## src/rtl/stage_memory_pkg.sv

```systemverilog
// Shared CPU types for the memory stage: access mode/size enums, the
// pipeline control word, and store formatting / alignment helpers.
package stage_memory_pkg;

    typedef enum logic [1:0] {
        MA_NONE  = 2'd0,
        MA_LOAD  = 2'd1,
        MA_STORE = 2'd2
    } ma_mode_t;

    typedef enum logic [1:0] {
        MA_BYTE = 2'd0,
        MA_HALF = 2'd1,
        MA_WORD = 2'd2
    } ma_size_t;

    typedef struct packed {
        logic [4:0] rd;
        logic       wb_en;
        ma_mode_t   ma_mode;
        ma_size_t   ma_size;
        logic       ma_signed;
    } control_word_t;

    // Byte enables for an access of the given size at byte offset a.
    function automatic logic [3:0] store_mask(input ma_size_t size, input logic [1:0] a);
        case (size)
            MA_BYTE: return 4'b0001 << a;
            MA_HALF: return 4'b0011 << {a[1], 1'b0};
            default: return 4'b1111;
        endcase
    endfunction

    // Replicate store data across lanes so the mask alone selects bytes.
    function automatic logic [31:0] store_data(input ma_size_t size, input logic [31:0] sd);
        case (size)
            MA_BYTE: return {4{sd[7:0]}};
            MA_HALF: return {2{sd[15:0]}};
            default: return sd;
        endcase
    endfunction

    function automatic logic is_misaligned(input ma_size_t size, input logic [1:0] a);
        return ((size == MA_HALF) && a[0]) || ((size == MA_WORD) && (a != 2'b00));
    endfunction

endpackage

```

## src/rtl/stage_memory_load_align.sv

```systemverilog
// Combinational load-data alignment: shifts the addressed byte/half down
// to bit 0 and sign- or zero-extends it. Usable on the instruction side too.
module load_align
    import stage_memory_pkg::*;
(
    input  logic [31:0] word,
    input  logic [1:0]  offset,
    input  ma_size_t    size,
    input  logic        sign_ext,
    output logic [31:0] result
);

    logic [4:0]  shamt;
    logic [31:0] shifted;

    // Select the lane and extend it to 32 bits.
    always_comb begin
        shamt   = 5'd0;
        case (size)
            MA_BYTE: shamt = {offset, 3'b000};
            MA_HALF: shamt = {offset[1], 4'b0000};
            default: shamt = 5'd0;
        endcase
        shifted = word >> shamt;
        case (size)
            MA_BYTE: result = {{24{sign_ext & shifted[7]}}, shifted[7:0]};
            MA_HALF: result = {{16{sign_ext & shifted[15]}}, shifted[15:0]};
            default: result = shifted;
        endcase
    end

endmodule

```

## src/rtl/stage_memory.sv

```systemverilog
// Memory pipeline stage: issues data-memory loads/stores over a valid/ready
// request bus, aligns load data and hands results to writeback.
// Optional macro MEMORY_MISALIGN_TRAP_EN: misaligned HALF/WORD accesses
// skip the bus and complete with memory_misaligned_o=1, result = address.
//
// state | meaning
// IDLE  | accepting from execute; ALU ops complete here in one cycle
// REQ   | memory request presented, waiting for dmem_req_ready_i
// RSP   | load issued, waiting for response (watchdog running)
// OUT   | result held for writeback until memory_ready_i
module stage_memory
    import stage_memory_pkg::*;
#(
    parameter int TIMEOUT_CYCLES = 0
) (
    input  logic          clk_i,
    input  logic          rst_i,
    input  control_word_t execute_cw_i,
    input  logic [31:0]   execute_result_i,
    input  logic [31:0]   execute_store_data_i,
    input  logic          execute_valid_i,
    output logic          execute_ready_o,
    output logic [31:0]   dmem_addr_o,
    output logic [31:0]   dmem_wr_data_o,
    output logic [3:0]    dmem_wr_mask_o,
    output logic          dmem_wr_en_o,
    output logic          dmem_req_valid_o,
    input  logic          dmem_req_ready_i,
    input  logic [31:0]   dmem_rsp_data_i,
    input  logic          dmem_rsp_valid_i,
    output control_word_t memory_cw_o,
    output logic [31:0]   memory_result_o,
    output logic          memory_misaligned_o,
    output logic          memory_fault_o,
    output logic          memory_valid_o,
    input  logic          memory_ready_i
);

    typedef enum logic [1:0] {IDLE, REQ, RSP, OUT} memory_state_t;

    localparam int WD_W = (TIMEOUT_CYCLES > 1) ? $clog2(TIMEOUT_CYCLES) : 1;
    localparam logic [WD_W-1:0] WD_LOAD =
        (TIMEOUT_CYCLES > 0) ? WD_W'(TIMEOUT_CYCLES - 1) : '0;

    memory_state_t state_q;
    control_word_t cw_q;
    logic [31:0]   addr_q;
    logic [31:0]   result_q;
    logic          valid_q, fault_q, misal_q;
    logic [31:0]   dmem_addr_q, dmem_wdata_q;
    logic [3:0]    dmem_mask_q;
    logic          dmem_wr_en_q, dmem_req_valid_q;
    logic [WD_W-1:0] wd_q;

    logic          execute_fire;
    logic          misaligned_in;
    logic          wd_expired;
    logic [31:0]   load_data;

`ifdef MEMORY_MISALIGN_TRAP_EN
    assign misaligned_in = is_misaligned(execute_cw_i.ma_size, execute_result_i[1:0]);
`else
    assign misaligned_in = 1'b0;
`endif

    assign execute_ready_o = (state_q == IDLE) && (!valid_q || memory_ready_i);
    assign execute_fire    = execute_valid_i && execute_ready_o;
    assign wd_expired      = (TIMEOUT_CYCLES > 0) && (wd_q == '0);

    load_align u_load_align (
        .word     (dmem_rsp_data_i),
        .offset   (addr_q[1:0]),
        .size     (cw_q.ma_size),
        .sign_ext (cw_q.ma_signed),
        .result   (load_data)
    );

    // Stage FSM with all outputs registered.
    always_ff @(posedge clk_i or posedge rst_i) begin
        if (rst_i) begin
            state_q          <= IDLE;
            cw_q             <= '0;
            addr_q           <= '0;
            result_q         <= '0;
            valid_q          <= 1'b0;
            fault_q          <= 1'b0;
            misal_q          <= 1'b0;
            dmem_addr_q      <= '0;
            dmem_wdata_q     <= '0;
            dmem_mask_q      <= '0;
            dmem_wr_en_q     <= 1'b0;
            dmem_req_valid_q <= 1'b0;
            wd_q             <= '0;
        end else begin
            wd_q <= '0;
            case (state_q)
                IDLE: begin
                    if (execute_fire) begin
                        cw_q    <= execute_cw_i;
                        addr_q  <= execute_result_i;
                        fault_q <= 1'b0;
                        misal_q <= 1'b0;
                        if (execute_cw_i.ma_mode == MA_NONE) begin
                            result_q <= execute_result_i;
                            valid_q  <= 1'b1;
                        end else if (misaligned_in) begin
                            result_q <= execute_result_i;
                            valid_q  <= 1'b1;
                            misal_q  <= 1'b1;
                            state_q  <= OUT;
                        end else begin
                            valid_q          <= 1'b0;
                            dmem_addr_q      <= {execute_result_i[31:2], 2'b00};
                            dmem_wdata_q     <= store_data(execute_cw_i.ma_size, execute_store_data_i);
                            dmem_mask_q      <= store_mask(execute_cw_i.ma_size, execute_result_i[1:0]);
                            dmem_wr_en_q     <= (execute_cw_i.ma_mode == MA_STORE);
                            dmem_req_valid_q <= 1'b1;
                            state_q          <= REQ;
                        end
                    end else if (memory_ready_i) begin
                        valid_q <= 1'b0;
                    end
                end
                REQ: begin
                    if (dmem_req_ready_i) begin
                        dmem_req_valid_q <= 1'b0;
                        if (dmem_wr_en_q) begin
                            result_q <= addr_q;
                            valid_q  <= 1'b1;
                            state_q  <= OUT;
                        end else begin
                            wd_q    <= WD_LOAD;
                            state_q <= RSP;
                        end
                    end
                end
                RSP: begin
                    if (dmem_rsp_valid_i) begin
                        result_q <= load_data;
                        valid_q  <= 1'b1;
                        state_q  <= OUT;
                    end else if (wd_expired) begin
                        result_q <= addr_q;
                        fault_q  <= 1'b1;
                        valid_q  <= 1'b1;
                        state_q  <= OUT;
                    end else begin
                        wd_q <= wd_q - WD_W'(1);
                    end
                end
                OUT: begin
                    if (memory_ready_i) begin
                        valid_q <= 1'b0;
                        fault_q <= 1'b0;
                        misal_q <= 1'b0;
                        state_q <= IDLE;
                    end
                end
                default: state_q <= IDLE;
            endcase
        end
    end

    assign dmem_addr_o         = dmem_addr_q;
    assign dmem_wr_data_o      = dmem_wdata_q;
    assign dmem_wr_mask_o      = dmem_mask_q;
    assign dmem_wr_en_o        = dmem_wr_en_q;
    assign dmem_req_valid_o    = dmem_req_valid_q;
    assign memory_cw_o         = cw_q;
    assign memory_result_o     = result_q;
    assign memory_valid_o      = valid_q;
    assign memory_fault_o      = fault_q;
    assign memory_misaligned_o = misal_q;

endmodule

```

## config.mk

```make
export PLATFORM = sky130hd
export DESIGN_NAME = stage_memory
export DESIGN_NICKNAME = d
export VERILOG_FILES = /design/src/rtl/stage_memory_pkg.sv /design/src/rtl/stage_memory_load_align.sv /design/src/rtl/stage_memory.sv
export SDC_FILE = /design/constraint.sdc
export NUM_CORES = 1
export LEC_CHECK = 0
export CAP_MARGIN = 20
export CORE_UTILIZATION = 43
export DETAILED_ROUTE_END_ITERATION = 7
export GPL_TIMING_DRIVEN = 0
export HOLD_SLACK_MARGIN = 0.06
export PLACE_DENSITY = 0.77
export SYNTH_ARGS = -nofsm -noshare
export SYNTH_HDL_FRONTEND = slang
export SYNTH_HIERARCHICAL = 1
export SYNTH_SLANG_ARGS = --single-unit
```

## constraint.sdc

```tcl
create_clock -name clk_i -period 4.7 [get_ports clk_i]
set_input_delay 0.94 -clock clk_i [delete_from_list [all_inputs] [get_ports clk_i]]
set_output_delay 0.94 -clock clk_i [all_outputs]
set_load 0.03 [all_outputs]
```

==> metrics.txt, run 1 <==
Mapped Area 7480 µm²; vias in the first global route 6144; Leak 4.56 nW; Int Power 5.10 mW; CP Launch Type primary input; max-cap violations 0; hold_buf cts 0; Critical Path RT 3760 ps; share of cells above drive strength 1 0.234; post-route ant nets 0; drc violations 0; chip width 134 µm; sequential area share after synthesis 0.489; first-pass GRT wire length 34000 µm; DR vias/cell 5.36; Fill cells 1325; Final Setup Violations 0; Final Hold Viols 0; grt ovf 0; core footprint 16800 µm²; predominant post-synthesis flop cell dfrtp_1; setup TNS 0 ps; area delta synth->final 42.9%; fin. max-slew vios 0; library cells used by synthesis 50; WHS 506 ps; via count 5956; EDFF count, synth 0; Core Rows 47; minimum clock period 3440 ps; Synth Register Bits 146; hold crit path type reg2reg; setup bufs post-CTS 0; mux cell area share after synthesis 0.255; first-pass detailed-route iteration total 4; PostCTS Resize Cnt 0; Reg power frac 0.261; non-filler cells, final 1112; htree depth 4; Clk pwr share 0.155; Final period util 0.731; # nets final 997; antenna violations before repair 0; Syn Area/Cell 11.9 µm²; WP data arrival 2500 ps; CTS Buf Count 17; RSZ-0062 raised after global routing no; area of the die 17900 µm²; Clock transition at path regs 60 ps; Starting Density 0.446; Die H 134 µm; Synth Warn # 6; status finished clean; DP HPWL 16200 µm; max_slew headroom 0.533; clk_lat worst skew 430 ps; Inst Count DP 1080; I/O pin cnt 230; Worst Tran Pin Value 700 ps; sw frac 0.419; Clock Path Buffers 2; number of DRC markers in iteration 0 321; ys async rst share 1.00; placer congestion estimate 0.837; largest net degree at the start of global routing 42; Syn Inst Count 629; WL/cell 19.5 µm; Setup CP Type in2out; CTS tree built; CP Capture Type output port; Worst Skew 9.03 ps; Port Buffers 224; Psw 3.69 mW; gr usage total 0.251; Power Density 823 nW/µm²; Logic pwr share 0.585; post-route cell area 10700 µm²; maximum clock rate 291 MHz; post-placement cell area 10100 µm²; worst vdd ir 431 µV; compound-gate portion of the synthesized area 0.121; Post-Synth XOR/XNOR Area 0; Post-Route WL 21600 µm; number of diodes 0; largest family of logic cells by synthesized area multiplexers; Root Driver clkbuf_16; adder-cell share of the synthesized area 0.00837; Clock Sinks 146; CP Max Fanout 6; Simple-Gate Fraction of Synth Area 0.0835
-- logic make-up (layout without fill, tap and decap cells) --
logic type | count (synthesis) | in the layout
mux | 154 | 154
simple gates | 122 | 122
flops | 146 | 146
fa+ha+maj | 5 | 5
buf+inv | 59 | 319
other cells | 1 | 4
compound gates | 142 | 142
-- worst max-delay path, cell delays in order --
cell and delay, ps:
clkdlybuf4s50_1 500, nor2b_1 50, buf_2 170, nor2b_1 140, clkdlybuf4s50_1 690
-- area by class of cell --
class                           count  area (µm²)  area share
Sequential cell                   146        3650       0.342
Multi-Input combinational cell    427        3520       0.329
Timing Repair Buffer              228        2320       0.217
Clock buffer                       19         453      0.0424
Buffer                             49         282      0.0264
Tap cell                          220         275      0.0258
Clock inverter                     13         139      0.0130
Inverter                           10        41.3     0.00387
-- power groups by stage --
stage	Combinational, mW	Clock (mW)	Sequential [mW]
floorplan	2.45	0	3.21
global placement	5.05	0	2.27
detailed placement	5.12	0	2.31
CTS	5.15	1.38	2.29
global route	5.46	1.44	2.38
finish	5.14	1.36	2.29
-- per-layer routing --
layer / vias to the layer above / track usage / wire length, µm
met5: - / 0 / 0
met4: 0 / 0.122 / 831
met3: 52 / 0.0544 / 1160
met2: 201 / 0.399 / 10300
met1: 2936 / 0.326 / 9350
li1: 2767 / - / -
-- through the flow --
stage | utilization | total power, mW | setup WS (ps)
final | 0.637 | 8.79 | 1260
after global placement | 0.597 | 7.33 | 573
after floorplan | - | 5.66 | 1930
after detailed placement | 0.602 | 7.42 | 1270
after CTS | 0.637 | 8.83 | 1250
after global routing | 0.637 | 9.28 | 1200
-- layout by cell type (no fill, tap or decap), types with 3 or more instances in the layout --
| cell type | n |
|---|---|
| nor2b_1 | 12 |
| inv_6 | 5 |
| clkbuf_1 | 15 |
| clkinv_4 | 4 |
| buf_6 | 5 |
| ha_1 | 5 |
| buf_2 | 15 |
| mux2_4 | 30 |
| buf_12 | 4 |
| buf_4 | 11 |
| a221oi_1 | 6 |
| a22oi_1 | 34 |
| nand2b_1 | 5 |
| o21ai_0 | 10 |
| a31oi_1 | 3 |
| a21oi_1 | 70 |
| inv_1 | 9 |
| conb_1 | 4 |
| nand2_1 | 32 |
| mux4_1 | 3 |
| dfrtp_1 | 146 |
| clkdlybuf4s50_1 | 224 |
| o22ai_1 | 7 |
| buf_1 | 3 |
| nor2_1 | 56 |
| mux2i_1 | 25 |
| mux4_2 | 4 |
| clkbuf_16 | 17 |
| mux2_2 | 90 |
-- path summary, 6_finish.rpt --
path,endpoint,start,depth (start not counted),slack [ps]
worst max-delay path,execute_ready_o,memory_ready_i,5,1260
worst min-delay path,dmem_wr_data_o[5],dmem_wr_data_o[5],1,510
worst max register to register,memory_result_o[18],state_q[1],6,2300
worst min register to register,dmem_wr_data_o[5],dmem_wr_data_o[5],1,510
max in group asynchronous,dmem_addr_o[18],rst_i,5,2720
min in group asynchronous,dmem_wr_data_o[22],rst_i,2,930
-- sequential cells by signal, summed over array words and instances (netlist names) --
| register | count |
|---|---|
| addr_q | 32 |
| dmem_addr_o | 30 |
| dmem_req_valid_o | 1 |
| dmem_wr_data_o | 32 |
| dmem_wr_en_o | 1 |
| dmem_wr_mask_o | 4 |
| memory_cw_o | 11 |
| memory_result_o | 32 |
| memory_valid_o | 1 |
| state_q | 2 |
-- cell usage after synthesis, types with 3 or more instances --
master | count | area share
o21ai_0 | 10 | 0.0067
mux2_2 | 90 | 0.14
a22oi_1 | 34 | 0.034
buf_4 | 11 | 0.011
dfrtp_1 | 146 | 0.49
clkbuf_1 | 15 | 0.0075
buf_6 | 5 | 0.0075
nor2b_1 | 12 | 0.010
mux4_2 | 4 | 0.012
a31oi_1 | 3 | 0.0025
ha_1 | 5 | 0.0084
buf_1 | 3 | 0.0015
mux2_4 | 30 | 0.060
buf_2 | 15 | 0.010
nor2_1 | 56 | 0.028
a221oi_1 | 6 | 0.0070
nand2_1 | 32 | 0.016
mux4_1 | 3 | 0.011
inv_1 | 10 | 0.0050
mux2i_1 | 25 | 0.033
o22ai_1 | 7 | 0.0059
nand2b_1 | 5 | 0.0042
a21oi_1 | 70 | 0.047
No activity file was read; power rests on OpenSTA's default activity.
==> run 2, diff against run 1 <==
==> constraint.sdc (replaced) <==
create_clock -name clk_i -period 2.96 [get_ports clk_i]
set_input_delay 0.592 -clock clk_i [delete_from_list [all_inputs] [get_ports clk_i]]
set_output_delay 0.592 -clock clk_i [all_outputs]
set_load 0.03 [all_outputs]
==> results of run 2 <==
The final DEF is identical to that of run 1. Status: finished clean.
Among the figures that moved: setup slack after placement 1270 ps -> 226 ps; setup slack after layout 1260 ps -> 132 ps; start point of the critical path memory_ready_i -> state_q[0]; register-to-register setup slack 2300 ps -> 560 ps; total power 8.79 mW -> 14.0 mW; worst IR drop on VDD 431 µV -> 684 µV
==> run 3, diff against run 2 <==
--- a/config.mk
+++ b/config.mk
@@ -6,11 +6,13 @@
 export NUM_CORES = 1
 export LEC_CHECK = 0
 export CAP_MARGIN = 20
-export CORE_UTILIZATION = 43
+export CELL_PAD_IN_SITES_DETAIL_PLACEMENT = 0
+export CELL_PAD_IN_SITES_GLOBAL_PLACEMENT = 1
+export CORE_UTILIZATION = 33
 export DETAILED_ROUTE_END_ITERATION = 7
 export GPL_TIMING_DRIVEN = 0
 export HOLD_SLACK_MARGIN = 0.06
-export PLACE_DENSITY = 0.77
+export PLACE_DENSITY = 0.75
 export SYNTH_ARGS = -nofsm -noshare
 export SYNTH_HDL_FRONTEND = slang
 export SYNTH_HIERARCHICAL = 1
==> run 3 against run 2 <==
Against the previous run: clock skew hardly changed; critical path type unchanged; cell count grew 5.5%; critical endpoint unchanged; total power increased by 0.19%; the run now ends with DRC left; die area up 30%; cell area increased by 0.62%.
==> metrics.txt, run 3 (synthesis results as in run 1) <==
status finished, violations left; failing checks DRC; sw frac 0.419; maximum clock rate 353 MHz; drc violations 16; GR Util met1 0.270; minimum clock period 2830 ps; Leak 4.55 nW; chip width 153 µm; CTS tree built; RR Endpoint memory_result_o[10]; CP Max Fanout 7; setup bufs post-CTS 0; DR vias/cell 4.99; first-pass detailed-route iteration total 8; vias in the first global route 6136; Hold Startpoint addr_q[20]; Max stage delay on crit path 710 ps; Int Power 8.12 mW; gr usage total 0.203; fin. max-slew vios 0; Die H 153 µm; largest net degree at the start of global routing 39; # nets final 997; Hold EP addr_q[20]; Setup CP Type reg2out; Worst R2R Setup Slack 460 ps; Starting Density 0.339; max_slew headroom 0.492; placer congestion estimate 0.865; Clk pwr share 0.153; Logic pwr share 0.587; worst path bufs/invs 2; post-route ant nets 0; CTS Buf Count 17; WP data arrival 2240 ps; via count 5855; core footprint 22000 µm²; CP max-delay cell clkdlybuf4s50_1; cell depth of the worst hold path 1; Clock Path Buffers 2; hold_buf cts 0; I/O pin cnt 230; Clock transition at path regs 70 ps; RSZ-0062 raised after global routing no; Final Setup Violations 0; Post-Route WL 23100 µm; CP Launch Type flip-flop; commonest non-fill, non-tap cell in the layout clkdlybuf4s50_1; max-cap violations 0; Port Buffers 224; Worst Tran Pin Value 762 ps; Clock Sinks 146; share of cells above drive strength 1 0.233; RR Startpoint state_q[0]; Psw 5.86 mW; Final Hold Viols 0; worst vdd ir 603 µV; Root Driver clkbuf_16; Power Density 1300 nW/µm²; DP HPWL 17500 µm; first-pass GRT wire length 35800 µm; Overall Power 14.0 mW; post-route cell area 10700 µm²; met3 Track Usage GR 0.0526; Final period util 0.957; Reg2Reg Depth 6; WL/cell 19.7 µm; Top delay family on crit path buffers and inverters; Critical Path RT 2370 ps; grt ovf 0; area delta synth->final 43.7%; hold crit path type reg2reg; Reg power frac 0.259; CP Capture Type output port; PostCTS Resize Cnt 0; clk_lat worst skew 420 ps; commonest cells after routing, fill and taps aside clkdlybuf4s50_1, dfrtp_1, mux2_2; number of DRC markers in iteration 0 365; antenna violations before repair 0; CP Cell Sequence inv_1 -> ha_1 -> nor2b_1 -> clkdlybuf4s50_1; post-placement cell area 10200 µm²; htree depth 4; Core Rows 54; Worst Skew 9.00 ps; met2 usage 0.327; GRT busiest layer met2; area of the die 23300 µm²
-- run 3: cell types whose count changed in the layout (fill, tap and decap cells not counted), sizes merged --
| cell | previous run | this run |
|---|---|---|
| clkinv | 4 | 6 |
| diode | 0 | 1 |
| clkbuf | 34 | 33 |
| clkinvlp | 2 | 3 |
| bufinv | 1 | 2 |
| inv | 16 | 13 |
-- run 3: worst max-delay path by stage --
stage / startpoint / end / slack, ps / depth (start not counted)
after floorplan: rst_i / addr_q[0] / 530 / 1
after global placement: rst_i / dmem_addr_o[22] / -930 / 2
after CTS: state_q[0] / execute_ready_o / 110 / 4
after detailed placement: memory_ready_i / execute_ready_o / 230 / 5
final: state_q[0] / execute_ready_o / 130 / 4
after global routing: state_q[0] / execute_ready_o / 30 / 4
-- run 3: power by group through the flow --
stage | Sequential (mW) | Combinational (mW) | Clock, mW
global route | 3.78 | 8.74 | 2.27
finish | 3.63 | 8.22 | 2.14
CTS | 3.64 | 8.28 | 2.20
global placement | 3.63 | 8.18 | 0
floorplan | 5.10 | 3.89 | 0
detailed placement | 3.66 | 8.25 | 0
-- run 3: worst register-to-register path, stage by stage (launching register included) --
cell      delay, ps
dfrtp_1         410
inv_1           120
ha_1            380
clkbuf_1        440
clkbuf_1        570
a21oi_1         190
mux2_4          300
-- run 3: area by class of cell --
cell class | instances | area (µm²)
fill | 2042 | 11300
sequential | 146 | 3650
multi-input combinational | 427 | 3520
timing repair buffer | 228 | 2320
clock buffer | 18 | 429
tap | 280 | 350
buffer | 49 | 282
clock inverter | 14 | 151
inverter | 10 | 41.3
antenna | 1 | 2.50
-- run 3: per-stage QoR --
step | std cells | TNS (ps) | utilization | hold slack, ps | setup slack (ps)
floorplan | 632 | 0 | - | 459 | 535
global placement | 1136 | -133610 | 0.458 | 468 | -933
detailed placement | 1140 | 0 | 0.461 | 480 | 229
CTS | 1172 | 0 | 0.488 | 494 | 112
global route | 1172 | 0 | 0.488 | 517 | 30.3
finish | 1173 | 0 | 0.488 | 495 | 129
-- run 3: per-layer routing --
layer  part of all wire  vias to the layer above
met2               0.48                      144
met4              0.017                        0
met5                  0                        -
li1                   -                     2773
met3              0.049                       18
met1               0.45                     2920
